File: src/rtl/drum_pkg.sv
// Shared types and constants for the drum tone generator.
// State encoding is kept as plain localparam constants for compatibility with older tools.
package drum_pkg;

  typedef logic [1:0] tone_state_t;

  localparam tone_state_t StIdle   = 2'd0;
  localparam tone_state_t StSettle = 2'd1;
  localparam tone_state_t StPlay   = 2'd2;

  // Envelope start value; the envelope decays linearly from here to zero.
  localparam logic [7:0] AMP_MAX = 8'd255;

  // All pads released (the bus is active-low).
  localparam logic [4:0] PAD_IDLE = 5'b11111;

  // Square-wave sample: +/-(amp << 7), positive while the phase MSB is set.
  function automatic logic [15:0] square_sample(input logic msb, input logic [7:0] amp);
    logic [15:0] mag;
    mag = {1'b0, amp, 7'd0};
    return msb ? mag : (16'd0 - mag);
  endfunction

endpackage

File: src/rtl/strobe_div.sv
// Free-running divide-by-DIV counter that emits a one-cycle strobe on its terminal count.
module strobe_div #(
  parameter int unsigned DIV = 4
) (
  input  logic clk,
  input  logic reset,
  output logic strobe
);

  localparam int unsigned CntW = (DIV > 1) ? $clog2(DIV) : 1;

  logic [CntW-1:0] cnt_q;

  // Strobe is high during the cycle the counter sits at its last value.
  assign strobe = (cnt_q == CntW'(DIV - 1));

  // Count up, wrapping to zero on the strobe.
  always_ff @(posedge clk or posedge reset) begin
    if (reset) begin
      cnt_q <= '0;
    end else if (strobe) begin
      cnt_q <= '0;
    end else begin
      cnt_q <= cnt_q + 1'b1;
    end
  end

endmodule

File: src/rtl/drum_tone_gen.sv
// Drum voice synthesiser: a pad hit starts a settle window, then the mixed frequency word is
// latched and drives a phase accumulator with a linearly decaying amplitude envelope.
// Optional: define DRUM_TONE_TRIANGLE_EN for a triangle-shaped Audio_Out (adds one multiplier);
// otherwise Audio_Out is a square wave. Tone_Out is a square wave in both builds.
module drum_tone_gen
  import drum_pkg::*;
#(
  parameter int unsigned ACC_W      = 26,
  parameter int unsigned SETTLE     = 8,
  parameter int unsigned SAMPLE_DIV = 1024,
  parameter int unsigned DECAY_DIV  = 65536
) (
  input  logic        clk,
  input  logic        reset,
  input  logic [15:0] Freq_In,
  input  logic [4:0]  Pad_N,
  output logic [15:0] Audio_Out,
  output logic        Sample_Valid,
  output logic        Tone_Out,
  output logic        Busy
);

  localparam int unsigned SetW = (SETTLE > 1) ? $clog2(SETTLE) : 1;

  tone_state_t       state_q, state_d;
  logic [SetW-1:0]   settle_q, settle_d;
  logic [ACC_W-1:0]  phase_q, phase_d;
  logic [ACC_W-1:0]  phase_step;
  logic [7:0]        amp_q, amp_d;
  logic [15:0]       incr_q, incr_d;
  logic              from_play_q, from_play_d;
  logic [4:0]        pad_q;
  logic              hit;
  logic              sample_stb;
  logic              decay_stb;
  logic [15:0]       audio_next;
  logic [15:0]       audio_q;
  logic              valid_q;
  logic              tone_q;
  logic              busy_q;

  strobe_div #(
    .DIV(SAMPLE_DIV)
  ) u_sample_div (
    .clk   (clk),
    .reset (reset),
    .strobe(sample_stb)
  );

  strobe_div #(
    .DIV(DECAY_DIV)
  ) u_decay_div (
    .clk   (clk),
    .reset (reset),
    .strobe(decay_stb)
  );

  // Any pad line falling 1->0 counts as a hit.
  assign hit        = |(pad_q & ~Pad_N);
  assign phase_step = phase_q + ACC_W'(incr_q);

  // Voice state machine: settle, latch frequency, play with decay, retrigger.
  always_comb begin
    state_d     = state_q;
    settle_d    = settle_q;
    phase_d     = phase_q;
    amp_d       = amp_q;
    incr_d      = incr_q;
    from_play_d = from_play_q;

    case (state_q)
      StIdle: begin
        if (hit) begin
          state_d     = StSettle;
          settle_d    = SetW'(SETTLE - 1);
          phase_d     = '0;
          from_play_d = 1'b0;
        end
      end

      StSettle: begin
        // A retriggered voice keeps ringing at its old pitch and held amplitude while settling.
        if (from_play_q) begin
          phase_d = phase_step;
        end
        if (hit) begin
          settle_d = SetW'(SETTLE - 1);
        end else if (settle_q == '0) begin
          if (Freq_In == 16'd0) begin
            state_d = StIdle;
            amp_d   = '0;
          end else begin
            incr_d  = Freq_In;
            amp_d   = AMP_MAX;
            state_d = StPlay;
          end
        end else begin
          settle_d = settle_q - 1'b1;
        end
      end

      StPlay: begin
        phase_d = phase_step;
        // A hit outranks a decay step landing on the same edge.
        if (hit) begin
          state_d     = StSettle;
          settle_d    = SetW'(SETTLE - 1);
          from_play_d = 1'b1;
        end else if (decay_stb) begin
          if (amp_q <= 8'd1) begin
            amp_d   = '0;
            state_d = StIdle;
          end else begin
            amp_d = amp_q - 1'b1;
          end
        end
      end

      default: begin
        state_d = StIdle;
        amp_d   = '0;
      end
    endcase
  end

  // Voice state registers.
  always_ff @(posedge clk or posedge reset) begin
    if (reset) begin
      state_q     <= StIdle;
      settle_q    <= '0;
      phase_q     <= '0;
      amp_q       <= '0;
      incr_q      <= '0;
      from_play_q <= 1'b0;
      pad_q       <= PAD_IDLE;
    end else begin
      state_q     <= state_d;
      settle_q    <= settle_d;
      phase_q     <= phase_d;
      amp_q       <= amp_d;
      incr_q      <= incr_d;
      from_play_q <= from_play_d;
      pad_q       <= Pad_N;
    end
  end

`ifdef DRUM_TONE_TRIANGLE_EN
  logic [7:0]         tri8;
  logic signed [8:0]  tri_s;
  logic signed [9:0]  amp_s;
  logic signed [15:0] prod;
  logic [15:0]        prod_q;

  // Fold the phase into a triangle, centre it on zero, then scale by the envelope.
  assign tri8  = phase_q[ACC_W-1] ? ~phase_q[ACC_W-2 -: 8] : phase_q[ACC_W-2 -: 8];
  assign tri_s = $signed({1'b0, tri8}) - 9'sd128;
  assign amp_s = $signed({2'b00, amp_q});
  // Full product fits in 16 signed bits (-32640..32385), so truncation is exact.
  assign prod  = 16'(tri_s) * 16'(amp_s);

  // Pipeline the multiply one cycle ahead of the sample strobe.
  always_ff @(posedge clk or posedge reset) begin
    if (reset) begin
      prod_q <= '0;
    end else begin
      prod_q <= (state_q == StIdle) ? 16'd0 : prod;
    end
  end

  assign audio_next = prod_q;
`else
  assign audio_next = (state_q == StIdle) ? 16'd0 : square_sample(phase_q[ACC_W-1], amp_q);
`endif

  // Output registers: sample on strobe, tone and busy track the next voice state.
  always_ff @(posedge clk or posedge reset) begin
    if (reset) begin
      audio_q <= '0;
      valid_q <= 1'b0;
      tone_q  <= 1'b0;
      busy_q  <= 1'b0;
    end else begin
      if (sample_stb) begin
        audio_q <= audio_next;
      end
      valid_q <= sample_stb;
      tone_q  <= phase_d[ACC_W-1] & (state_d == StPlay);
      busy_q  <= (state_d != StIdle);
    end
  end

  assign Audio_Out    = audio_q;
  assign Sample_Valid = valid_q;
  assign Tone_Out     = tone_q;
  assign Busy         = busy_q;

endmodule

File: config.mk
export PLATFORM = sky130hd
export DESIGN_NAME = drum_tone_gen
export DESIGN_NICKNAME = d
export VERILOG_FILES = /design/src/rtl/drum_pkg.sv /design/src/rtl/strobe_div.sv /design/src/rtl/drum_tone_gen.sv
export SDC_FILE = /design/constraint.sdc
export NUM_CORES = 1
export LEC_CHECK = 0
export BUFFER_PORTS_ARGS = -buffer_cell sky130_fd_sc_hd__clkbuf_2
export CAP_MARGIN = 20
export CORE_MARGIN = 3
export CORE_UTILIZATION = 50
export CTS_BUF_LIST = sky130_fd_sc_hd__clkbuf_4
export DETAILED_ROUTE_END_ITERATION = 12
export GPL_ROUTABILITY_DRIVEN = 0
export PLACE_DENSITY_LB_ADDON = 0.12
export SETUP_SLACK_MARGIN = 0.02
export SYNTH_ARGS = -nofsm -noshare
export SYNTH_HDL_FRONTEND = slang
export SYNTH_SLANG_ARGS = --single-unit
File: constraint.sdc
create_clock -name clk -period 4.6 [get_ports clk]
set_input_delay 0.23 -clock clk [delete_from_list [all_inputs] [get_ports clk]]
set_output_delay 0.23 -clock clk [all_outputs]
set_load 0.01 [all_outputs]
==> reports/metrics.yaml <==
critical_path:
  end_kind: "flip-flop"
  worstPathRequired_ns: 4.99
  reg2reg_slack_ns: 1.83
  path_cells: "ha_1 > nand3_1 > or3_1 > or4_4 > a211oi_1 > buf_2 > o21ai_0 > a32o_1"
  r2r-end: "amp_q[5]$_DFFE_PP0P_"
  crit_path_start_kind: "flip-flop"
  path_class: "flip-flop to flip-flop"
  crit_fanout: 11
  r2r_cells: 8
  cpPeakStageDelay_ns: 0.51
  cp_slowest_cell: "or4_4"
  cp_data_arrival_time_ns: 3.16
  regToRegStartpoint: "u_decay_div.cnt_q[0]$_DFF_PP0_"
cells_and_area:
  area_delta_synth_final_pct: 11.2
  finish.utilization_pct: 58.2
  stdcell_count: 760
  num_antenna_cells: 0
  drive_gt1_share_pct: 13.9
  final_nets: 669
  fin_area_um2: 6120
timing:
  fin_crit_sh_pct: 60.3
  tns_ns: 0
  period_needed_ns: 2.77
  slew_headroom_pct: 46.9
  fmax_mhz: 360
  hold_viol_final: 0
  clock_skew_ns: 0.0105
  slew_violations: 0
  tightest_slew_ns: 0.790
  finalSetupViolCount: 0
  fin_ws_ns: 1.83
  holdWs_ns: 0.385
  rsz0062_at_grt: "false"
placed_design:
  place_area_um2: 5770
  dpl.hpwl_um: 8050
  pre_cts_ws_ns: 1.25
  numPortBuffers: 34
  placed_cells: 721
floorplanning:
  io_pins: 42
  die_h_um: 111
  coreArea_um2: 10500
  rows: 37
  start_util_pct: 52.3
  dieArea_um2: 12300
  die_x_um: 111
logic_synthesis:
  yosys_register_bits: 99
  synthDistinctLibCells: 61
  post-synth-top-count-cell: "dfrtp_1"
  synth_edf_count: 0
  synth_top_area_share_pct: 42.8
  syn_area_um2: 5500
  seq_area_frac_synth_pct: 45.2
  async_reset_ff_share_pct: 100
  synth_area_leaders: "dfrtp_1 (43%), ha_1 (5.9%), nand2_1 (4.2%), mux2_2 (3.1%), nor2_1 (2.9%)"
  netlist_instances: 566
  yosysTopAreaCell: "dfrtp_1"
  synth_common_cells: "dfrtp_1 (94), nand2_1 (62), nor2_1 (43)"
  yosysWarnings: 0
  ys.flop_type: "dfrtp_1"
  synth_area_per_cell_um2: 9.71
clocking:
  cts_tree: "built"
  cts.clk_slew.worst_paths_ns: 0.16
  htreeDepth: 3
  clk_latency_ns: 0.48
  cts-root-buf: "clkbuf_4"
  cts_setup_buffers: 0
  clockBufferDepth: 2
  numClockSinks: 99
  cts_buffers: 9
global_route:
  overflow: 0
  grt_pass1_vias: 4311
  grt_pass1_wl_um: 20600
  antenna_found_initial: 0
  grt.total_usage_pct: 20.4
  grt_max_degree: 65
run_status:
  outcome: "finished, final reports clean"
drt:
  ant_nets: 0
  vias_per_cell: 5.64
  first_pass_iters: 5
  totalWireLength_um: 11800
  routedWlPerCell_um: 15.5
  via_count: 4287
  drtIter0Drc: 367
  drc: 0
worst_hold_path:
  hp-class: "input port to flip-flop"
  hold_depth: 2
  worstHoldEndpoint: "pad_q[2]$_DFF_PP1_"
  worstHoldStart: "Pad_N[2]"
pwr:
  power_mw: 1.98
  p_per_area_nw_per_um2: 325
  irDropWorstVdd_mv: 0.268
  leakagePower_nw: 2.94
flow_run:
  max_cap_violations: 0
-- logic make-up after synthesis --
group	count (synthesis)	share of synthesized area [%]
fa+ha+maj	27	6.28
simple gates	202	17.8
compound gates	130	16.9
xor+xnor	33	5.26
buf+inv	52	4.16
mux	22	4.35
other cells	1	0.0682
flops	99	45.2
-- report_power, final --
group / internal (mW) / total [mW] / switching [mW] / leakage, nW
clock network: 0.117 / 0.423 / 0.305 / 0.0604
logic: 0.211 / 0.584 / 0.373 / 1.58
registers: 0.922 / 0.978 / 0.0561 / 1.30
total: 1.25 / 1.98 / 0.735 / 2.94
-- worst max-delay path: cells and delay by family, from the launching register on --
kind | cells | cell delay, ns
AND/OR/NAND/NOR | 3 | 1.19
buffers and inverters | 1 | 0.27
flip-flops | 1 | 0.40
AO/OA/AOI/OAI | 3 | 0.64
adder cells (fa/ha/maj) | 1 | 0.20
-- layout make-up --
| cell class | count | area, µm² |
|---|---|---|
| inverter | 27 | 104 |
| clock inverter | 6 | 41.3 |
| timing repair buffer | 61 | 425 |
| tap | 136 | 170 |
| sequential | 99 | 2480 |
| fill | 921 | 4390 |
| multi-input combinational | 421 | 2820 |
| clock buffer | 10 | 75.1 |
-- layout by cell type (no fill, tap or decap), types with 9 or more instances in the layout --
cell type and instances:
nand2_1 62, clkbuf_2 34, nor3_1 12, clkbuf_4 10, dlygate4sd3_1 22, nor2_1 43
dfrtp_1 94, nand3_1 30, ha_1 26, o31ai_1 9, and3_1 9, mux2_2 15
a21oi_1 20, inv_1 26, xnor2_1 16, o21ai_0 21, a21o_1 12, xor2_1 17
-- how the worst max path moves through the flow --
| stage | start | to | slack, ns | cells after the start |
|---|---|---|---|---|
| 6_report | u_decay_div.cnt_q[0]$_DFF_PP0_ | amp_q[5]$_DFFE_PP0P_ | 1.83 | 8 |
| 5_1_grt | u_decay_div.cnt_q[0]$_DFF_PP0_ | amp_q[6]$_DFFE_PP0P_ | 1.57 | 8 |
| 4_1_cts | u_decay_div.cnt_q[0]$_DFF_PP0_ | amp_q[2]$_DFFE_PP0P_ | 1.22 | 7 |
| 3_5_place_dp | u_decay_div.cnt_q[0]$_DFF_PP0_ | amp_q[6]$_DFFE_PP0P_ | 1.25 | 7 |
| 3_3_place_gp | u_decay_div.cnt_q[0]$_DFF_PP0_ | amp_q[5]$_DFFE_PP0P_ | 1.37 | 7 |
| 2_1_floorplan | reset | Audio_Out[10]$_DFFE_PP0P_ | 1.79 | 1 |
-- routing by layer --
metal	global-route usage (%)	routed length, µm	share of wire [%]
met1	27.3	5510	47
met2	33.0	5510	47
met3	5.68	579	4.9
met4	4.76	170	1.4
met5	0	0	0
-- state kept, by name, summed over array words and instances (netlist names) --
name / count
Audio_Out: 9
Busy: 1
Sample_Valid: 1
Tone_Out: 1
amp_q: 8
from_play_q: 1
incr_q: 16
pad_q: 5
phase_q: 26
settle_q: 3
state_q: 2
u_decay_div.cnt_q: 16
u_sample_div.cnt_q: 10
-- what timing repair did --
action                    4_1_cts  5_1_grt
hold endpoints to repair       79        0
gates resized for setup         0        0
hold buffers                   22        0
(Power assumes the default switching activity.)
